### config.mk
export PLATFORM = sky130hd
export DESIGN_NAME = ram_bus_bridge_flat
export DESIGN_NICKNAME = d
export VERILOG_FILES = /design/src/rtl/ram_bus_bridge_pkg.sv /design/src/rtl/ram_bus_bridge_if.sv /design/src/rtl/ram_bus_bridge_rsp_fifo.sv /design/src/rtl/ram_bus_bridge.sv /design/src/flat_wrapper.sv
export SDC_FILE = /design/constraint.sdc
export NUM_CORES = 1
export LEC_CHECK = 0
export ABC_CLOCK_PERIOD_IN_PS = 3500
export CORE_MARGIN = 1.5
export CORE_UTILIZATION = 49
export DETAILED_ROUTE_END_ITERATION = 10
export GPL_ROUTABILITY_DRIVEN = 0
export PLACE_DENSITY = 0.82
export SLEW_MARGIN = 20
export SYNTH_ARGS = -nofsm -noshare
export SYNTH_HDL_FRONTEND = slang
export SYNTH_SLANG_ARGS = --single-unit
### constraint.sdc
create_clock -name clk -period 3.5 [get_ports clk]
set_input_delay 0.525 -clock clk [delete_from_list [all_inputs] [get_ports clk]]
set_output_delay 0.525 -clock clk [all_outputs]
set_load 0.02 [all_outputs]
### src/rtl/ram_bus_bridge_pkg.sv
// Shared definitions for the RAM bus bridge.
// Holds the access-size encodings, the response entry layout and a helper
// that widens a read lane to 32 bits.
package ram_bus_bridge_pkg;

  typedef enum logic [1:0] {
    SZ_BYTE    = 2'd0,
    SZ_HALF    = 2'd1,
    SZ_WORD    = 2'd2,
    SZ_ILLEGAL = 2'd3
  } size_e;

  // One response as stored in the response FIFO: {err, rdata[31:0]}.
  typedef struct packed {
    logic        err;
    logic [31:0] rdata;
  } rsp_entry_t;

  localparam int RSP_W = $bits(rsp_entry_t);

  // Zero- or sign-extend a right-aligned byte (is_half=0) or half (is_half=1).
  function automatic logic [31:0] extend_lane(input logic [15:0] v,
                                              input logic        is_half,
                                              input logic        sgn);
    logic msb;
    msb = sgn & (is_half ? v[15] : v[7]);
    if (is_half) return {{16{msb}}, v};
    return {{24{msb}}, v[7:0]};
  endfunction

endpackage

### src/rtl/ram_bus_bridge_if.sv
// Request/response bus between a requester and ram_bus_bridge.
// Ports: req_* (request channel), rsp_* (response channel).
//
// Handshake: a request transfers on a clock edge where req_valid && req_ready;
// a response transfers on a clock edge where rsp_valid && rsp_ready. A side
// holding valid high keeps its payload stable until the transfer edge.
// req_ready never depends on rsp_ready.
interface ram_bus_bridge_if #(
  parameter int ADDRWIDTH = 8
);
  logic                 req_valid;
  logic                 req_ready;
  logic                 req_write;
  logic                 req_signed;
  logic [1:0]           req_size;
  logic [ADDRWIDTH+1:0] req_addr;
  logic [31:0]          req_wdata;
  logic                 rsp_valid;
  logic                 rsp_ready;
  logic [31:0]          rsp_rdata;
  logic                 rsp_err;

  modport master (
    output req_valid, req_write, req_signed, req_size, req_addr, req_wdata, rsp_ready,
    input  req_ready, rsp_valid, rsp_rdata, rsp_err
  );

  modport slave (
    input  req_valid, req_write, req_signed, req_size, req_addr, req_wdata, rsp_ready,
    output req_ready, rsp_valid, rsp_rdata, rsp_err
  );
endinterface

### src/rtl/ram_bus_bridge_rsp_fifo.sv
// ram_rsp_fifo: synchronous FIFO with a registered head entry.
// Ports: clk, reset_l, push_i/push_data_i (write side), pop_i (consume head),
//        valid_o/data_o (head entry, straight from flops).
// Total capacity is DEPTH: one head register plus a DEPTH-1 entry body ring.
// Push and pop in the same cycle are both performed.
module ram_rsp_fifo #(
  parameter int WIDTH = 33,
  parameter int DEPTH = 3
) (
  input  logic             clk,
  input  logic             reset_l,
  input  logic             push_i,
  input  logic [WIDTH-1:0] push_data_i,
  input  logic             pop_i,
  output logic             valid_o,
  output logic [WIDTH-1:0] data_o
);
  localparam int BD = DEPTH - 1;
  localparam int PW = (BD > 1) ? $clog2(BD) : 1;
  localparam int CW = $clog2(BD + 1);

  logic [WIDTH-1:0] body_q [BD];
  logic [PW-1:0]    rd_q, rd_d, wr_q, wr_d;
  logic [CW-1:0]    cnt_q, cnt_d;
  logic             head_v_q, head_v_d;
  logic [WIDTH-1:0] head_q, head_d;
  logic             head_take, body_enq, body_deq;

  function automatic logic [PW-1:0] ptr_inc(input logic [PW-1:0] p);
    return (p == PW'(BD - 1)) ? '0 : p + PW'(1);
  endfunction

  // The head refills whenever it is empty or being popped; the body feeds it
  // first so order is kept, and a push bypasses straight into an empty head.
  assign head_take = !head_v_q || pop_i;
  assign body_deq  = head_take && (cnt_q != '0);
  assign body_enq  = push_i && !(head_take && (cnt_q == '0));

  always_comb begin
    head_v_d = head_v_q;
    head_d   = head_q;
    rd_d     = body_deq ? ptr_inc(rd_q) : rd_q;
    wr_d     = body_enq ? ptr_inc(wr_q) : wr_q;
    cnt_d    = cnt_q + CW'(body_enq) - CW'(body_deq);
    if (head_take) begin
      if (cnt_q != '0) begin
        head_v_d = 1'b1;
        head_d   = body_q[rd_q];
      end else if (push_i) begin
        head_v_d = 1'b1;
        head_d   = push_data_i;
      end else begin
        head_v_d = 1'b0;
      end
    end
  end

  always_ff @(posedge clk or negedge reset_l) begin
    if (!reset_l) begin
      head_v_q <= 1'b0;
      head_q   <= '0;
      rd_q     <= '0;
      wr_q     <= '0;
      cnt_q    <= '0;
    end else begin
      head_v_q <= head_v_d;
      head_q   <= head_d;
      rd_q     <= rd_d;
      wr_q     <= wr_d;
      cnt_q    <= cnt_d;
    end
  end

  // Body storage needs no reset: the count says which slots are meaningful.
  always_ff @(posedge clk) begin
    if (body_enq) body_q[wr_q] <= push_data_i;
  end

  assign valid_o = head_v_q;
  assign data_o  = head_q;
endmodule

### src/rtl/ram_bus_bridge.sv
// ram_bus_bridge: front end of a single-port byte-enable 32-bit RAM.
// Ports: clk, reset_l (async active-low), bus (request/response slave),
//        ram_we/ram_addr/ram_wr_data (to RAM), ram_rd_data (RAM read data,
//        valid the cycle after the address edge).
// Requests are credit-limited so every accepted request has a guaranteed
// slot in the response FIFO; responses return in order.
module ram_bus_bridge
  import ram_bus_bridge_pkg::*;
#(
  parameter int ADDRWIDTH = 8,
  parameter int DEPTH     = 3
) (
  input  logic                 clk,
  input  logic                 reset_l,
  ram_bus_bridge_if.slave      bus,
  output logic [3:0]           ram_we,
  output logic [ADDRWIDTH-1:0] ram_addr,
  output logic [31:0]          ram_wr_data,
  input  logic [31:0]          ram_rd_data
);
  localparam int CW = $clog2(DEPTH + 1);

  logic          alive_q;
  logic [CW-1:0] credits_q, credits_d;
  logic          accept, pop, legal;
  logic [3:0]    we_lanes;
  logic [1:0]    lane;

  // Request attributes held for the cycle in which RAM read data arrives.
  logic          inflight_q, p_write_q, p_signed_q, p_err_q;
  size_e         p_size_q;
  logic [1:0]    p_lane_q;

  logic [31:0]   rd_ext;
  rsp_entry_t    push_entry, head;
  logic          head_valid;

  assign bus.req_ready = alive_q && (credits_q != '0);
  assign accept        = bus.req_valid && bus.req_ready;
  assign pop           = head_valid && bus.rsp_ready;
  assign lane          = bus.req_addr[1:0];
  assign ram_addr      = bus.req_addr[ADDRWIDTH+1:2];

  // Lane encode: byte-enables and replicated write data for the access size.
  always_comb begin
    legal       = 1'b0;
    we_lanes    = 4'b0000;
    ram_wr_data = bus.req_wdata;
    case (size_e'(bus.req_size))
      SZ_BYTE: begin
        legal       = 1'b1;
        we_lanes    = 4'b0001 << lane;
        ram_wr_data = {4{bus.req_wdata[7:0]}};
      end
      SZ_HALF: begin
        legal       = !lane[0];
        we_lanes    = lane[1] ? 4'b1100 : 4'b0011;
        ram_wr_data = {2{bus.req_wdata[15:0]}};
      end
      SZ_WORD: begin
        legal    = (lane == 2'b00);
        we_lanes = 4'b1111;
      end
      default: legal = 1'b0;
    endcase
  end

  assign ram_we = (accept && bus.req_write && legal) ? we_lanes : 4'b0000;

  // Take on accept, return on pop; both together cancel out.
  always_comb begin
    credits_d = credits_q;
    if (accept && !pop)      credits_d = credits_q - CW'(1);
    else if (!accept && pop) credits_d = credits_q + CW'(1);
  end

  always_ff @(posedge clk or negedge reset_l) begin
    if (!reset_l) begin
      alive_q    <= 1'b0;
      credits_q  <= CW'(DEPTH);
      inflight_q <= 1'b0;
      p_write_q  <= 1'b0;
      p_signed_q <= 1'b0;
      p_err_q    <= 1'b0;
      p_size_q   <= SZ_BYTE;
      p_lane_q   <= 2'b00;
    end else begin
      alive_q    <= 1'b1;
      credits_q  <= credits_d;
      inflight_q <= accept;
      if (accept) begin
        p_write_q  <= bus.req_write;
        p_signed_q <= bus.req_signed;
        p_err_q    <= !legal;
        p_size_q   <= size_e'(bus.req_size);
        p_lane_q   <= lane;
      end
    end
  end

  // Lane decode: pick the addressed lane of the RAM word and extend it.
  always_comb begin
    rd_ext = ram_rd_data;
    case (p_size_q)
      SZ_BYTE: rd_ext = extend_lane({8'h00, ram_rd_data[{p_lane_q, 3'b000} +: 8]},
                                    1'b0, p_signed_q);
      SZ_HALF: rd_ext = extend_lane(ram_rd_data[{p_lane_q[1], 4'b0000} +: 16],
                                    1'b1, p_signed_q);
      default: rd_ext = ram_rd_data;
    endcase
    push_entry.err   = p_err_q;
    push_entry.rdata = (p_err_q || p_write_q) ? 32'h0 : rd_ext;
  end

  ram_rsp_fifo #(
    .WIDTH (RSP_W),
    .DEPTH (DEPTH)
  ) u_rsp_fifo (
    .clk         (clk),
    .reset_l     (reset_l),
    .push_i      (inflight_q),
    .push_data_i (push_entry),
    .pop_i       (pop),
    .valid_o     (head_valid),
    .data_o      (head)
  );

  assign bus.rsp_valid = head_valid;
  assign bus.rsp_err   = head.err;
  assign bus.rsp_rdata = head.rdata;
endmodule

### src/flat_wrapper.sv
// flat-port wrapper written by rule: the top's interface ports become plain ports
module ram_bus_bridge_flat import ram_bus_bridge_pkg::*;
#(
  parameter int ADDRWIDTH = 8,
  parameter int DEPTH     = 3
)
  (clk, reset_l, ram_we, ram_addr, ram_wr_data, ram_rd_data, bus_req_valid, bus_req_write, bus_req_signed, bus_req_size, bus_req_addr, bus_req_wdata, bus_rsp_ready, bus_req_ready, bus_rsp_valid, bus_rsp_rdata, bus_rsp_err);
  ram_bus_bridge_if #(.ADDRWIDTH(ADDRWIDTH)) bus_i ();
  input  logic clk;
  input  logic reset_l;
  output logic [3:0] ram_we;
  output logic [ADDRWIDTH-1:0] ram_addr;
  output logic [31:0] ram_wr_data;
  input  logic [31:0] ram_rd_data;
  input wire logic [$bits(bus_i.req_valid)-1:0] bus_req_valid;
  input wire logic [$bits(bus_i.req_write)-1:0] bus_req_write;
  input wire logic [$bits(bus_i.req_signed)-1:0] bus_req_signed;
  input wire logic [$bits(bus_i.req_size)-1:0] bus_req_size;
  input wire logic [$bits(bus_i.req_addr)-1:0] bus_req_addr;
  input wire logic [$bits(bus_i.req_wdata)-1:0] bus_req_wdata;
  input wire logic [$bits(bus_i.rsp_ready)-1:0] bus_rsp_ready;
  output wire logic [$bits(bus_i.req_ready)-1:0] bus_req_ready;
  output wire logic [$bits(bus_i.rsp_valid)-1:0] bus_rsp_valid;
  output wire logic [$bits(bus_i.rsp_rdata)-1:0] bus_rsp_rdata;
  output wire logic [$bits(bus_i.rsp_err)-1:0] bus_rsp_err;
  assign bus_i.req_valid = bus_req_valid;
  assign bus_i.req_write = bus_req_write;
  assign bus_i.req_signed = bus_req_signed;
  assign bus_i.req_size = bus_req_size;
  assign bus_i.req_addr = bus_req_addr;
  assign bus_i.req_wdata = bus_req_wdata;
  assign bus_i.rsp_ready = bus_rsp_ready;
  assign bus_req_ready = bus_i.req_ready;
  assign bus_rsp_valid = bus_i.rsp_valid;
  assign bus_rsp_rdata = bus_i.rsp_rdata;
  assign bus_rsp_err = bus_i.rsp_err;
  ram_bus_bridge #(.ADDRWIDTH(ADDRWIDTH), .DEPTH(DEPTH)) u_core (.clk(clk), .reset_l(reset_l), .bus(bus_i), .ram_we(ram_we), .ram_addr(ram_addr), .ram_wr_data(ram_wr_data), .ram_rd_data(ram_rd_data));
endmodule
### After elaboration in Yosys (flattened, before gate mapping)

Memory sizes are Yosys's and may differ from the RTL's.
Cells that the tools add are included.

* bits of input ports: 82
* register bits: 49
* memories kept: 1
* logic and storage cells: 74
* memory bits (writable): 66

* shift-type cells: 3
* equal/unequal tests: 3
* reductions and logical operators: 27
* mux-type cells: 19
* $add $sub $neg: 6
* bitwise logic cells: 2

Memories
* u_core.u_rsp_fifo.body_q: depth 2, width 33, read ports 1, clocked after Yosys merged registers in 0, write ports 1, line ram_bus_bridge_rsp_fifo.sv:22 `logic [WIDTH-1:0] body_q [BD];`

Operators by type and width (number)
* $pmux 32 s2: 2
* $mux 33: 2
* $mux 32: 1
* $shiftx 32x6->16: 1
* $shiftx 32x6->8: 1
* $mux 16: 1
* $pmux 4 s3: 1
* $logic_and 1x1->1: 10
* $logic_not 2->1: 4
* $mux 4: 2
* $reduce_bool 2->1: 4
* $mux 1: 7
* $logic_not 1->1: 6
* $eq 2x1->1 const B: 2
* $mux 2: 2
* $shl 1x2->4 const A: 1
* $pmux 1 s3: 1
* $add 1x1->1 const B: 2
* $add 2x1->2: 1
* $add 2x1->2 const B: 1
* $and 1x1->1: 2
* $eq 2x2->1 const B: 1
* $logic_or 1x1->1: 2
* $reduce_and 2->1: 1
* other kinds (2): 2

### Logic depth before layout (Yosys ltp)

* depth in word-level cells: 7
* mapped depth: 8

### Cells and area by module

A second synthesis with hierarchy kept.

* cells, all modules: 486
* area, all modules: 5789.3 sq um

Modules (own cells, without submodules)
* ram_rsp_fifo: sequential area each 2932.8 sq um, cells an instance 249, times used 1, area an instance 4096.4 sq um
* ram_bus_bridge: sequential area each 277.8 sq um, cells an instance 237, times used 1, area an instance 1692.9 sq um

### Least setup slack after synthesis

Ideal clock, no wire load.

* path type: reg2out
* from: register u_core.credits_q[0]
* to: output ram_we[0]
* arrival: 2.296 ns
* slack: 0.679 ns
* stages on the path, launching flop included: 6
* path buffers: 0
* path through: dfstp_2 -> o21a_1 -> nand2_1 -> clkinv_1 -> nand2_1 -> a2111oi_0

* cells in the longest elaborated chain, start to end: 6

RTL lines
* from (decl): line ram_bus_bridge.sv:24 `logic [CW-1:0] credits_q, credits_d;`
* from (signal assigned): line ram_bus_bridge.sv:80 `credits_q <= CW'(DEPTH);`
* from (signal assigned): line ram_bus_bridge.sv:89 `credits_q <= credits_d;`
* $reduce_bool 2->1: line ram_bus_bridge.sv:38 `assign bus.req_ready = alive_q && (credits_q != '0);`
* $logic_and 1x1->1: line ram_bus_bridge.sv:38
* via bus_req_ready: line flat_wrapper.sv:22 `output wire logic [$bits(bus_i.req_ready)-1:0] bus_req_ready;`
* $logic_and 1x1->1: line ram_bus_bridge.sv:39 `assign accept = bus.req_valid && bus.req_ready;`
* via u_core.accept: line ram_bus_bridge.sv:25 `logic accept, pop, legal;`
* $logic_and 1x1->1 (2 in a row): line ram_bus_bridge.sv:68 `assign ram_we = (accept && bus.req_write && legal) ? we_lanes : 4'b0000;`
* $mux 4: line ram_bus_bridge.sv:68
* to (decl): line flat_wrapper.sv:11 `output logic [3:0] ram_we;`

The timed path passes the listed nets, and every way through them passes these cells.

### Final worst setup path

* from: register u_core.credits_q[0]
* to: output ram_we[0]

* cells in the longest elaborated chain, start to end: 6

RTL lines (line)
* $reduce_bool 2->1: ram_bus_bridge.sv:38
* $logic_and 1x1->1: ram_bus_bridge.sv:38
* $logic_and 1x1->1: ram_bus_bridge.sv:39
* via u_core.accept: ram_bus_bridge.sv:25
* $logic_and 1x1->1 (2 in a row): ram_bus_bridge.sv:68
* $mux 4: ram_bus_bridge.sv:68

The timed path passes the listed nets, and every way through them passes these cells.

==> results.toml <==
[timing]
tns_ns = 0
fin_worst_skew_ns = 0.00783
post-route-min-period_ns = 3.09
relSlewSlack_pct = 33.2
timing.final.hold_violations = 0
timing_max_transition_violations_final = 0
tightest_slew_ns = 1.00
rsz_0062_raised_after_global_routing = "false"
fin_crit_sh_pct = 88.3
achievable-frequency_mhz = 324
setup_viol = 0

[layout]
nNetsFinal = 723
layout.cells.most_common_list = "143 x sky130_fd_sc_hd__clkdlybuf4s50_1, 66 x sky130_fd_sc_hd__edfxtp_1, 55 x sky130_fd_sc_hd__mux2i_1"
layout.cells.most_common = "sky130_fd_sc_hd__clkdlybuf4s50_1"
antenna_cells_inserted = 0
synthToLayoutAreaGrowth_pct = 34.8
drive_gt1_share_pct = 12.6
instances_no_fill = 794

[yosys]
synth_top_flop_cell = "sky130_fd_sc_hd__edfxtp_1"
synth.top_cells.by_area = "sky130_fd_sc_hd__edfxtp_1 34%, sky130_fd_sc_hd__dfrtp_1 20%, sky130_fd_sc_hd__mux2i_1 9.3%"
seq_area_frac_synth_pct = 54.5
synthCells = 515
synth_cell_type_count = 46
mappedNetlistArea_sq_um = 5890
synthesis.area_per_instance_sq_um = 11.4
synthDominantCellAreaShare_pct = 33.7
synth-seq-cells = 115
asyncSetResetFlopFracSynth_pct = 42.6
synth_top_cell_by_area = "sky130_fd_sc_hd__edfxtp_1"
yosysWarningCount = 0
syn-num-nets = 600
synth-edff-count = 66

[clock_network]
cts-buffers-inserted = 17
cts.clk_slew.worst_paths_ns = 0.06
clockBufferDepth = 2
postCtsSetupBuffers = 0
tritoncts_clock_tree = "built"
post_cts_resize_count = 0
postCtsHoldBufs = 0
clkSinkCount = 115
root_buffer = "sky130_fd_sc_hd__clkbuf_16"
clock_insertion_delay_worst_skew_ns = 0.41
cts_max_level = 4

[placement]
placement.io_buffers = 144
placed_cells_incl_taps = 762
detailedPlacementHpwl_um = 10600

[grt]
grt.total_usage_pct = 25.3
total_gr_overflow = 0
first_global_vias = 4735
number_of_antenna_violations_at_the_first_check_in_global_routing = 0
grt_start_max_net_pins = 41
grt_pass1_wl_um = 24500

[worst_setup_path]
critical_path.slowest_cell = "sky130_fd_sc_hd__clkdlybuf4s50_1"
critical_path.startpoint_type = "flip-flop"
worst-endpoint-required_ns = 2.97
worst_path_dominant_cell_family = "buffers and inverters"
worst_setup_path_end_kind = "primary output"
worst-path-buf-inv = 2
setup.worst_path.class = "flip-flop to primary output"
timing.critical_path.slowest_cell_delay_ns = 0.69
critPathArrivalTime_ns = 2.57
crit_path_max_fanout = 8
critPathMostFrequentCell = "sky130_fd_sc_hd__nand2_1"
worstPathCellList = "o21a_1, nand2_1, clkinv_1, nand2_1, a2111oi_0, clkdlybuf4s50_1"

[drt]
via_count = 4730
vias_per_cell = 5.96
first_pass_iteration_count_of_the_detailed_router = 8
drt_drc_violations_left = 2
detail_route.iter0.violations = 480
wl_um = 15500
drt.antenna.violating_nets = 0
routed_wire_length_per_instance_um = 19.5

[worst_hold_path]
hold_path_class = "input port to async pin"

[power_and_ir_drop]
max-vdd-ir-drop_mv = 0.448
leak_nw = 3.08
power.total_mw = 6.84
pwr_density_cell_nw_per_um2 = 861

[run]
cap_viol_max_count = 0

[run_status]
outcome = "complete, but fails checks"
violations_in_the_final_reports = "DRC"

[floorplanning]
floorplan.core_area_sq_um = 11600
initial_core_util_pct = 50.9
design.portCount = 161
chipWidth_um = 113
floorplan.rows = 39
design.die.area_sq_um = 12700
die_h_um = 113
## path summary, 6_finish.rpt
kind	from	end	slack (ns)	depth (start not counted)
setup reg to reg	u_core.u_rsp_fifo.cnt_q[1]	u_core.u_rsp_fifo.data_o[4]	0.90	5
max in group asynchronous	reset_l	u_core.u_rsp_fifo.data_o[4]	2.48	2
hold / removal	reset_l	u_core.u_rsp_fifo.data_o[18]	0.28	1
min in group clk	u_core.credits_q[0]	u_core.credits_q[0]	0.50	1
setup / recovery	u_core.credits_q[0]	ram_we[0]	0.41	6
hold reg to reg	u_core.credits_q[0]	u_core.credits_q[0]	0.50	1
## cells by family after synthesis
logic type	after synthesis	synth area share (%)
other	1	0.0637
AOI/OAI and AO/OA	91	11.4
DFF	115	54.5
adders and majority gates	3	0.637
xor gates and xnor gates	8	1.19
muxes	73	12.9
and+or+nand+nor	157	13.5
buffers and inverters	67	5.80
## cells in the mapped netlist (15+ instances only)
master                     count
sky130_fd_sc_hd__edfxtp_1     66
sky130_fd_sc_hd__mux2i_1      55
sky130_fd_sc_hd__dfrtp_1      47
sky130_fd_sc_hd__nor3_1       44
sky130_fd_sc_hd__nand2_1      35
sky130_fd_sc_hd__o21ai_0      27
sky130_fd_sc_hd__clkbuf_1     26
sky130_fd_sc_hd__nor2_1       21
sky130_fd_sc_hd__a221o_1      17
sky130_fd_sc_hd__buf_4        17
sky130_fd_sc_hd__mux2_2       17
sky130_fd_sc_hd__nand2b_1     17
sky130_fd_sc_hd__nor2b_1      15
## area by class of cell
class / count / area (sq um)
multi-input cells: 333 / 2350
inverters: 12 / 45.0
repair buffers: 159 / 1560
fillers: 812 / 3620
clock buffers: 19 / 443
well taps: 143 / 179
flip-flops and latches: 115 / 3210
clock inverters: 13 / 153
## metrics by stage
stage / worst slack [ns] / cell area (sq um) / util [%] / hold WS, ns
3_3_place_gp: 0.438 / 7340 / 63.5 / 0.494
3_5_place_dp: 0.435 / 7340 / 63.5 / 0.496
5_1_grt: 0.190 / 7940 / 68.7 / 0.334
6_report: 0.410 / 7940 / 68.7 / 0.278
2_1_floorplan: 0.679 / 5890 / - / 0.229
4_1_cts: 0.375 / 7940 / 68.7 / 0.289
## routing by layer
metal  part of all wire [%]  GRT usage, %
met1                     38          30.4
met5                      0             0
met4                    2.5          9.79
met2                     51          43.6
met3                    9.2          6.75
## power breakdown
| part | internal (mW) | switching [mW] | leakage (nW) |
|---|---|---|---|
| Combinational | 1.26 | 1.54 | 1.61 |
| Sequential | 1.98 | 0.358 | 1.20 |
| Clock | 1.08 | 0.630 | 0.274 |
## registers in the layout (all words and copies together) (netlist names)
name	count
u_core.p_size_q	2
u_core.p_lane_q	2
u_core.u_rsp_fifo.data_o	33
u_core.u_rsp_fifo.valid_o	1
u_core.alive_q	1
u_core.u_rsp_fifo.cnt_q	2
u_core.u_rsp_fifo.rd_q	1
u_core.inflight_q	1
u_core.credits_q	2
u_core.p_write_q	1
u_core.u_rsp_fifo.body_q	66
u_core.p_err_q	1
u_core.p_signed_q	1
u_core.u_rsp_fifo.wr_q	1
Power figures use the tool's default switching activity.
